==> src/rtl/fir_ntap_avg_pipe.sv <==
// N-tap signed boxcar filter: window sum or rounded average, pipelined
// adder tree, valid handshake, window-fill tracking and synchronous clear.
// Ports:
//   clk, reset (sync, active-high), clear (sync flush)
//   in_valid/in_data/avg_mode : sample input; mode travels with the sample
//   out_valid/out_data        : one registered result per full-window sample
//   window_full               : TAPS samples accepted since reset/clear
module fir_ntap_avg_pipe #(
   parameter int W    = 16,
   parameter int TAPS = 4
) (
   input  logic                             clk,
   input  logic                             reset,
   input  logic                             clear,
   input  logic                             in_valid,
   input  logic signed [W-1:0]              in_data,
   input  logic                             avg_mode,
   output logic                             out_valid,
   output logic signed [W+$clog2(TAPS)-1:0] out_data,
   output logic                             window_full
);

   localparam int LG   = $clog2(TAPS);
   localparam int OW   = W + LG;
   localparam int NR   = (LG > 1) ? LG - 1 : 1;
   localparam int HALF = 1 << (LG - 1);
   localparam logic [LG:0] FULLCNT = (LG+1)'(TAPS);

   logic signed [W-1:0]  tap_q [TAPS];
   logic [LG:0]          cnt_q, cnt_d;
   logic                 full_q, full_d;
   logic                 acc_q, mode_q;
   // node_q[j-1] holds tree level j (levels 1..LG-1); level LG is out_q
   logic signed [OW-1:0] node_q [NR][TAPS];
   logic signed [OW-1:0] lvl [LG][TAPS];
   logic [LG-1:0]        v_q, vin;
   logic [NR-1:0]        m_q;
   logic [LG-1:0]        mt;
   logic signed [OW-1:0] sum_w, out_q, out_d;
   logic signed [OW:0]   rnd_w;

   always_comb begin
      cnt_d = cnt_q;
      if (in_valid && cnt_q != FULLCNT)
         cnt_d = cnt_q + (LG+1)'(1);
      full_d = (cnt_d == FULLCNT);

      for (int i = 0; i < TAPS; i++)
         lvl[0][i] = {{LG{tap_q[i][W-1]}}, tap_q[i]};
      for (int j = 1; j < LG; j++)
         for (int i = 0; i < TAPS; i++)
            lvl[j][i] = node_q[j-1][i];

      // tag enters with the taps: only a sample that completed a window
      vin[0] = acc_q & full_q;
      mt[0]  = mode_q;
      for (int j = 1; j < LG; j++) begin
         vin[j] = v_q[j-1];
         mt[j]  = m_q[j-1];
      end

      sum_w = lvl[LG-1][0] + lvl[LG-1][1];
      // one extra bit so the rounding offset cannot wrap
      rnd_w = {sum_w[OW-1], sum_w} + (OW+1)'(HALF);
      out_d = mt[LG-1] ? OW'(rnd_w >>> LG) : sum_w;
   end

   always_ff @(posedge clk) begin
      if (reset || clear) begin
         tap_q  <= '{default: '0};
         node_q <= '{default: '0};
         cnt_q  <= '0;
         full_q <= 1'b0;
         acc_q  <= 1'b0;
         mode_q <= 1'b0;
         v_q    <= '0;
         m_q    <= '0;
         out_q  <= '0;
      end else begin
         if (in_valid) begin
            tap_q[0] <= in_data;
            for (int i = 1; i < TAPS; i++)
               tap_q[i] <= tap_q[i-1];
            mode_q <= avg_mode;
         end
         acc_q  <= in_valid;
         cnt_q  <= cnt_d;
         full_q <= full_d;
         for (int j = 1; j < LG; j++)
            for (int i = 0; i < (TAPS >> j); i++)
               node_q[j-1][i] <= lvl[j-1][2*i] + lvl[j-1][2*i+1];
         v_q <= vin;
         for (int j = 1; j < LG; j++)
            m_q[j-1] <= mt[j-1];
         // result register holds its value between valid outputs
         if (vin[LG-1])
            out_q <= out_d;
      end
   end

   assign out_valid   = v_q[LG-1];
   assign out_data    = out_q;
   assign window_full = full_q;

endmodule

==> config.mk <==
export PLATFORM = sky130hd
export DESIGN_NAME = fir_ntap_avg_pipe
export DESIGN_NICKNAME = d
export VERILOG_FILES = /design/src/rtl/fir_ntap_avg_pipe.sv
export SDC_FILE = /design/constraint.sdc
export NUM_CORES = 1
export LEC_CHECK = 0
export BUFFER_PORTS_ARGS = -buffer_cell sky130_fd_sc_hd__buf_2
export CORE_MARGIN = 10
export CORE_UTILIZATION = 34
export DETAILED_ROUTE_END_ITERATION = 8
export PLACE_DENSITY_LB_ADDON = 0.05
export SYNTH_ARGS = -nofsm -noshare
export SYNTH_HDL_FRONTEND = slang
export SYNTH_SLANG_ARGS = --single-unit
==> constraint.sdc <==
create_clock -name clk -period 9.1 [get_ports clk]
set_input_delay 0.91 -clock clk [delete_from_list [all_inputs] [get_ports clk]]
set_output_delay 0.91 -clock clk [all_outputs]
set_load 0.005 [all_outputs]
==> metrics, run 1 <==
status finished clean; final hold slack approximately 470 ps; Leakage 0.00332 uW; Logic pwr share 0.039; worst-margin pin slew 987 ps; CP max stage delay 610 ps; Reg power frac 0.404; Switching Fraction 0.210; proportion of layout cells with a drive suffix above 1 0.124; Mapped Cells about 730; Final nets about 840; number of enable flip-flop cells after synthesis 0; CP Capture Type flop; DP Wirelength ~11000 um; Critical Path RT between 9000 and 10000 ps; Final GP Congestion a little under 0.8; largest area contributor in the netlist dfxtp_1; clock share of power 0.557; worst min-delay path category reg2reg; asr flop ratio synth 0; vias 5087; initial antenna violation count 0; TritonCTS clock tree done; synth warn 0; # Post-CTS Setup Buffers 0; Avg WL per Cell roughly 15 um; WHS Path Cells 1; pin count of the biggest net entering global routing slightly above 80; worst reg2reg setup slack between 5000 and 6000 ps; VDD IR-drop max between 0.1 and 0.15 mV; post-synthesis sequential area ratio 0.374; R2R cell count 11; Final setup viols 0; clk sink count about 130; syn_nets slightly above 800; first-pass GRT wire length about 25000 um; Top FF cell, synth dfxtp_1; I/O Buffers 40; Pwr per Cell Area 178 nW/um^2; crit-path leading delay family simple AND/OR/NAND/NOR gates; Int Power ~1100 uW; crit path time final 3600 ps; synthesis-to-layout area growth 16.1%; top cells by area, synth dfxtp_1 (37%), mux2i_1 (10%), ha_1 (9.7%); final critical-path share of the clock period 0.395; placed inst area between 7000 and 8000 sq um; max_cap viols 0; ANT nets after route 0; clock-pin slew on the worst setup and hold paths ~60 ps; RR Endpoint out_data[17]; fillers 2010; post-CTS resize count 0; I/O pin count 41; drt initial violations about 180; site row count 51; crit path DAT 3860 ps; H-tree level count 4; Overflow after GRT 0; Slew Viols, Final 0; DIE WIDTH 160 um; Total Wirelength about 15000 um; pre-CTS setup slack 5510 ps; routed vias/inst around 5; CTS Root Cell clkbuf_16; drt pass-1 iters 5; ant diodes 0; clk_lat worst skew approximately 410 ps; top cell type's share of synthesized area 0.374; synth unique cells 79; die height approximately 160 um; CP Class reg2reg; unrepaired setup endpoints after global routing no; Worst Hold Path EP v_q[0]; skew final ~15 ps; number of remaining DRC errors 0; top post-synthesis cells by count dfxtp_1 (125), nor2_1 (125), mux2i_1 (68); PnR worst setup slack between 5000 and 6000 ps; crit path max fanout 4; die area 25700 sq um; Avg Inst Size Synth ~9.1 sq um; Crit path buffers/inverters 1; core region area 19400 sq um; Setup TNS Final 0 ps; synthesized flop and latch total between 100 and 150; critical path, cell by cell ha_1 > inv_1 > fa_1 > xnor2_1 > nor4b_4 > o2111ai_2 > or4b_4 > nor4_4 > or3b_4 > o311ai_1 > a21oi_1; Psw 290 uW; Longest Clk Path Bufs 2; all-layer global routing usage 0.120; mapped cell area between 6000 and 7000 sq um; Slew headroom 0.342; CP max stage cell or4b_4; # hold bufs at CTS 0; Num CTS Buffers 17; Initial Util 0.345; min-delay src acc_q; Final Hold Fails 0; Final Cell Area 7760 sq um; vias in the first global route about 5100; Max Fclk around 280 MHz; Startpoint Class flop; Reg-to-Reg Start lvl[36]
## cells in the final DEF (no fill, tap or decap), types with 4 or more instances in the layout
cell,n
ha_1,52
a21o_1,13
clkbuf_16,17
a21oi_1,46
a211oi_1,9
o211ai_1,7
xor2_1,15
buf_2,39
xnor2_1,25
nand2_1,28
o21ai_0,33
buf_4,4
or3_1,4
a31oi_1,6
o21a_1,7
bufinv_16,6
dfxtp_1,125
mux2i_1,68
nor2_1,125
and2_1,6
o21bai_1,4
nor2b_1,8
nand3_1,7
inv_1,24
nor3_1,15
## worst reg2reg max path: cells and delay by family (launching register included)
family	cells	cell delay, ps
flip-flops	1	310
adder cells (fa/ha/maj)	2	630
XOR/XNOR	1	300
buffers and inverters	1	80
AO/OA/AOI/OAI	3	570
AND/OR/NAND/NOR	4	1550
## per-stage QoR
| stage | power [uW] | util | cells |
|---|---|---|---|
| global placement | 622 | 0.365 | 1008 |
| finish | 1380 | 0.400 | 1040 |
| floorplan | 607 | - | 731 |
| detailed placement | 623 | 0.365 | 1008 |
| CTS | 1400 | 0.400 | 1040 |
| global route | 1430 | 0.400 | 1040 |
## registers in the layout, indices dropped and copies added, names as in the netlist
signal,flops
mode_q,1
lvl,98
m_q,1
acc_q,1
v_q,2
window_full,1
out_data,18
cnt_q,3
## cell families (layout without fill, tap and decap cells)
| group | Yosys count | count (layout) | share of synthesized area |
|---|---|---|---|
| XOR/XNOR | 41 | 41 | 0.0548 |
| buffers and inverters | 56 | 100 | 0.0372 |
| adder cells (fa/ha/maj) | 55 | 55 | 0.106 |
| AO/OA/AOI/OAI | 162 | 162 | 0.165 |
| AND/OR/NAND/NOR | 224 | 224 | 0.161 |
| multiplexers | 68 | 68 | 0.102 |
| flip-flops | 125 | 125 | 0.374 |
## cell type report
| class | instances | area (sq um) | area share |
|---|---|---|---|
| timing repair buffer | 43 | 225 | 0.0290 |
| sequential | 125 | 2500 | 0.323 |
| multi-input combinational | 550 | 3940 | 0.507 |
| tap | 265 | 332 | 0.0427 |
| inverter | 25 | 93.8 | 0.0121 |
| clock buffer | 18 | 429 | 0.0553 |
| clock inverter | 14 | 240 | 0.0310 |
## how the worst max path moves through the flow
| stage | from | end | slack, ps | cells past startpoint |
|---|---|---|---|---|
| after global routing | lvl[36] | out_data[17] | 5260 | 12 |
| after detailed placement | lvl[36] | out_data[17] | 5510 | 11 |
| after CTS | lvl[36] | out_data[17] | 5500 | 11 |
| after global placement | lvl[36] | out_data[17] | 5630 | 11 |
| final | lvl[36] | out_data[17] | 5500 | 11 |
| after floorplan | lvl[36] | out_data[17] | 5850 | 11 |
## layer usage
layer  track usage  share of wire  up-vias
met1         0.157           0.53     2346
li1              -              -     2667
met5             0              0        -
met3        0.0324          0.033       11
met2         0.185           0.43       63
met4        0.0434         0.0077        0
## power groups by stage
stage          Combinational, uW  Clock [uW]  Sequential (uW)
6_report                    53.6         768              557
5_1_grt                     59.4         816              557
3_3_place_gp                53.3           0              569
2_1_floorplan               40.5           0              567
3_5_place_dp                54.5           0              569
4_1_cts                     54.5         790              557
(Power assumes the default switching activity.)
==> run 2, diff against run 1 <==
- clock period: 9.1 -> 3.8 ns (I/O delays scaled with it)
==> run 2 against run 1 <==
Utilization shrank 0.17 points. Critical endpoint unchanged. Worst hold slack lost 270 ps. Register-to-register slack lost 5200 ps. Sequential share of layout area grew 0.14 points. Combinational power grew 140%.
==> metrics, run 2 (same netlist as run 1, synthesis figures left out) <==
TritonCTS clock tree done; crit path max fanout 4; VDD IR-drop max between 0.3 and 0.4 mV; # hold bufs at CTS 0; all-layer global routing usage 0.117; vias 5142; CP Capture Type flop; number of remaining DRC errors 0; site row count around 50; clock share of power 0.532; proportion of layout cells with a drive suffix above 1 0.128; I/O Buffers 40; Final nets approximately 840; Leakage between 0.003 and 0.004 uW; Final setup viols 0; Total Wirelength 15000 um; skew final between 9 and 10 ps; Final GP Congestion 0.778; final cell count without fillers between 1000 and 1500; Longest Clk Path Bufs 2; placed inst area roughly 7100 sq um; DP Wirelength 11200 um; core region area between 15000 and 20000 sq um; crit path DAT around 3800 ps; Overflow after GRT 0; pin count of the biggest net entering global routing 84; clk sink count between 100 and 150; DIE WIDTH about 160 um; drt initial violations ~230; PnR worst setup slack 273 ps; Slew Viols, Final 0; # Post-CTS Setup Buffers 0; placed cells about 1000; worst min-delay path category in2reg; CP Class reg2reg; die height 160 um; final critical-path share of the clock period 0.928; worst-margin pin slew about 940 ps; crit path time final between 3000 and 4000 ps; status finished clean; Startpoint Class flop; clk_lat worst skew 420 ps; I/O pin count 41; routed vias/inst slightly below 5; Psw around 700 uW; Initial Util 0.345; Switching Fraction 0.223; CTS Root Cell clkbuf_16; vias in the first global route just over 5000; die area between 20000 and 30000 sq um; H-tree level count 4; ANT nets after route 0; Final Cell Area slightly below 8000 sq um; pre-CTS setup slack 245 ps; Logic pwr share 0.041; Setup TNS Final 0 ps; synthesis-to-layout area growth 15.6%; Int Power ~2400 uW; Reg power frac 0.427; max_cap viols 0; unrepaired setup endpoints after global routing no; ant diodes 0; max reg flops approximately 100; Final Hold Fails 0; first-pass GRT wire length 25000 um; Num CTS Buffers 17; clock-pin slew on the worst setup and hold paths 60 ps; Avg WL per Cell around 14 um; Critical Path RT between 4000 and 5000 ps; commonest non-fill, non-tap cells in the layout nor2_1 (125), dfxtp_1 (125), mux2i_1 (68); Pwr per Cell Area between 400 and 500 nW/um^2; drt pass-1 iters 4; post-CTS resize count 0; Max Fclk between 200 and 300 MHz; Slew headroom 0.371; initial antenna violation count 0
==> run 2: power groups by stage <==
stage | Clock, uW | Combinational, uW | Sequential [uW]
after detailed placement | 0 | 130 | 1360
after global routing | 1760 | 143 | 1330
final | 1660 | 129 | 1330
after CTS | 1710 | 131 | 1330
after floorplan | 0 | 97.0 | 1360
after global placement | 0 | 128 | 1360
==> run 2: worst max-delay path, stage by stage, from the launching register on <==
cell,delay [ps]
dfxtp_1,310
ha_1,220
inv_1,70
fa_1,400
xnor2_1,300
nor4b_4,310
o2111ai_2,190
or4b_4,600
nor4_4,180
or3b_4,430
o311ai_1,290
a21oi_1,110
==> run 2: routing by layer <==
metal	GRT usage	wire (um)	part of all wire
met5	0	0	0
met3	0.0316	407	0.027
met4	0.0367	165	0.011
met1	0.156	7880	0.53
met2	0.179	6550	0.44
==> run 2: final cells by class <==
cell class                 instances  area (sq um)
sequential                       125          2500
inverter                          25          93.8
clock inverter                    13           164
timing repair buffer              47           255
multi-input combinational        550          3940
clock buffer                      19           443
tap                              265           332
fill                            1992         11700
==> run 2: through the flow <==
step                      utilization  total power (uW)  hold WS [ps]
after floorplan                     -              1450           429
after global placement          0.367              1490           443
after detailed placement        0.367              1490           452
after CTS                       0.398              3170           176
after global routing            0.398              3240           179
final                           0.398              3120           196
==> run 2: final timing paths <==
check                                  start      endpoint  slack, ps  depth (start not counted)
worst min register to register  out_data[17]  out_data[17]        460                          2
worst min-delay path              in_data[8]      lvl[134]        200                          3
worst max-delay path                 lvl[36]  out_data[17]        270                         11
worst max register to register       lvl[36]  out_data[17]        270                         11
==> run 3, diff against run 2 <==
--- a/config.mk
+++ b/config.mk
@@ -8,7 +8,8 @@
 export BUFFER_PORTS_ARGS = -buffer_cell sky130_fd_sc_hd__buf_2
 export CORE_MARGIN = 10
-export CORE_UTILIZATION = 34
+export CORE_UTILIZATION = 61
 export DETAILED_ROUTE_END_ITERATION = 8
 export PLACE_DENSITY_LB_ADDON = 0.05
+export SETUP_SLACK_MARGIN = 0.5
 export SYNTH_ARGS = -nofsm -noshare
 export SYNTH_HDL_FRONTEND = slang
==> constraint.sdc (replaced) <==
create_clock -name clk -period 3.8 [get_ports clk]
set_input_delay 0.38 -clock clk [delete_from_list [all_inputs] [get_ports clk]]
set_output_delay 0.38 -clock clk [all_outputs]
set_load 0.05 [all_outputs]
==> run 3 against run 2 <==
Combinational power about the same. Global-route usage up 6.9 points. Fmax is 5.9% higher. Sequential power about the same. Largest cell class unchanged. Largest power group unchanged. Highest routed layer unchanged.
==> metrics, run 3 (same netlist as run 1, synthesis figures left out) <==
Setup TNS Final 0 ps; Final Hold Fails 0; worst reg2reg setup slack ~470 ps; Pwr per Cell Area 391 nW/um^2; min-delay src in_data[12]; ant diodes 0; fin util 0.715; Num CTS Buffers 17; CTS Root Cell clkbuf_8; # hold bufs at CTS 0; synthesis-to-layout area growth 15.5%; Worst Hold Path EP lvl[138]; ANT nets after route 0; clk_lat worst skew 540 ps; die area ~16000 sq um; initial antenna violation count 0; I/O pin count 41; final hold slack ~76 ps; RR Endpoint out_data[17]; clk sink count 125; core region area between 10000 and 15000 sq um; site row count 38; die height between 100 and 150 um; final cell count without fillers roughly 930; placed inst area slightly below 7000 sq um; CP Class reg2reg; Overflow after GRT 0; placed cells 884; worst min-delay path category in2reg; final critical-path share of the clock period 0.876; R2R cell count 12; max reg flops 98; routed vias/inst between 5 and 6; DIE WIDTH about 120 um; crit path max fanout 8; CP Capture Type flop; all-layer global routing usage 0.186; WHS Path Cells 3; Critical Path RT ~4200 ps; drt pass-1 iters 5; Max Fclk about 300 MHz; vias around 5300; Avg WL per Cell ~16 um; Final Cell Area 7720 sq um; clock-pin slew on the worst setup and hold paths 60 ps; crit path time final between 3000 and 4000 ps; worst-margin pin slew between 800 and 900 ps; Longest Clk Path Bufs 2; Slew headroom 0.427; DP Wirelength around 10000 um; Final setup viols 0; crit path DAT 3730 ps; I/O Buffers 40; Final nets 850; status finished clean; max_cap viols 0; drt initial violations 304; Final GP Congestion ~0.87; commonest non-fill, non-tap cells in the layout nor2_1 (125), dfxtp_1 (121), mux2i_1 (68); most common cell after layout, fill and taps aside nor2_1; Reg-to-Reg Start lvl[36]; number of remaining DRC errors 0; Initial Util 0.619; Leakage ~0.0033 uW; TritonCTS clock tree done; Total Wirelength 14500 um; first-pass GRT wire length 24300 um; pin count of the biggest net entering global routing 49; vias in the first global route between 5000 and 6000; Slew Viols, Final 0; H-tree level count 4; unrepaired setup endpoints after global routing yes; Startpoint Class flop; proportion of layout cells with a drive suffix above 1 0.159; VDD IR-drop max slightly above 0.3 mV; skew final just over 9 ps
run 3: stage by stage:
| stage | power, uW | setup slack (ps) |
|---|---|---|
| 4_1_cts | 3040 | 512 |
| 3_5_place_dp | 1490 | 281 |
| 5_1_grt | 3100 | 335 |
| 2_1_floorplan | 1450 | 554 |
| 3_3_place_gp | 1480 | 381 |
| 6_report | 3020 | 470 |
run 3: report_power, final:
group	total (uW)	internal, uW	switching, uW	leakage, uW
clock	1550	990	563	0.000280
sequential	1330	1320	10.4	0.00101
combinational	129	53.3	75.8	0.00205
total	3020	2370	649	0.00334
run 3: final cells by class:
cell class,instances,area (sq um)
tap,140,175
inverter,25,96.3
clock inverter,7,87.6
fill,808,3070
clock buffer,23,477
timing repair buffer,55,315
sequential,125,2510
multi-input combinational,550,4060
run 3: worst max-delay path, cell delays in order (launching register included):
cell and delay (ps):
dfxtp_2 320, ha_4 170, inv_4 50, fa_2 240, nor2b_2 70, o31a_4 360
nor4_4 280, a311oi_4 100, or4b_4 550, nor4_4 270, or3b_4 460, o311ai_4 220
a21oi_1 100
run 3: routing by layer:
metal | track usage | wire, um | share of wire
met2 | 0.292 | 6720 | 0.46
met4 | 0.0754 | 269 | 0.018
met5 | 0 | 0 | 0
met3 | 0.0609 | 795 | 0.055
met1 | 0.229 | 6760 | 0.46
run 3: worst max-delay path by stage:
| stage | startpoint | slack, ps | cells after the start | end |
|---|---|---|---|---|
| after CTS | lvl[36] | 510 | 12 | out_data[17] |
| after detailed placement | lvl[36] | 280 | 11 | out_data[17] |
| after global routing | lvl[54] | 340 | 12 | out_data[17] |
| after global placement | lvl[36] | 380 | 11 | out_data[17] |
| after floorplan | lvl[36] | 550 | 11 | out_data[17] |
| final | lvl[36] | 470 | 12 | out_data[17] |
run 3: what timing repair did:
item,in CTS,in global routing
gates resized for setup,5,24
setup buffers,5,6
pin swaps,6,13
endpoints found under the setup margin,3,6
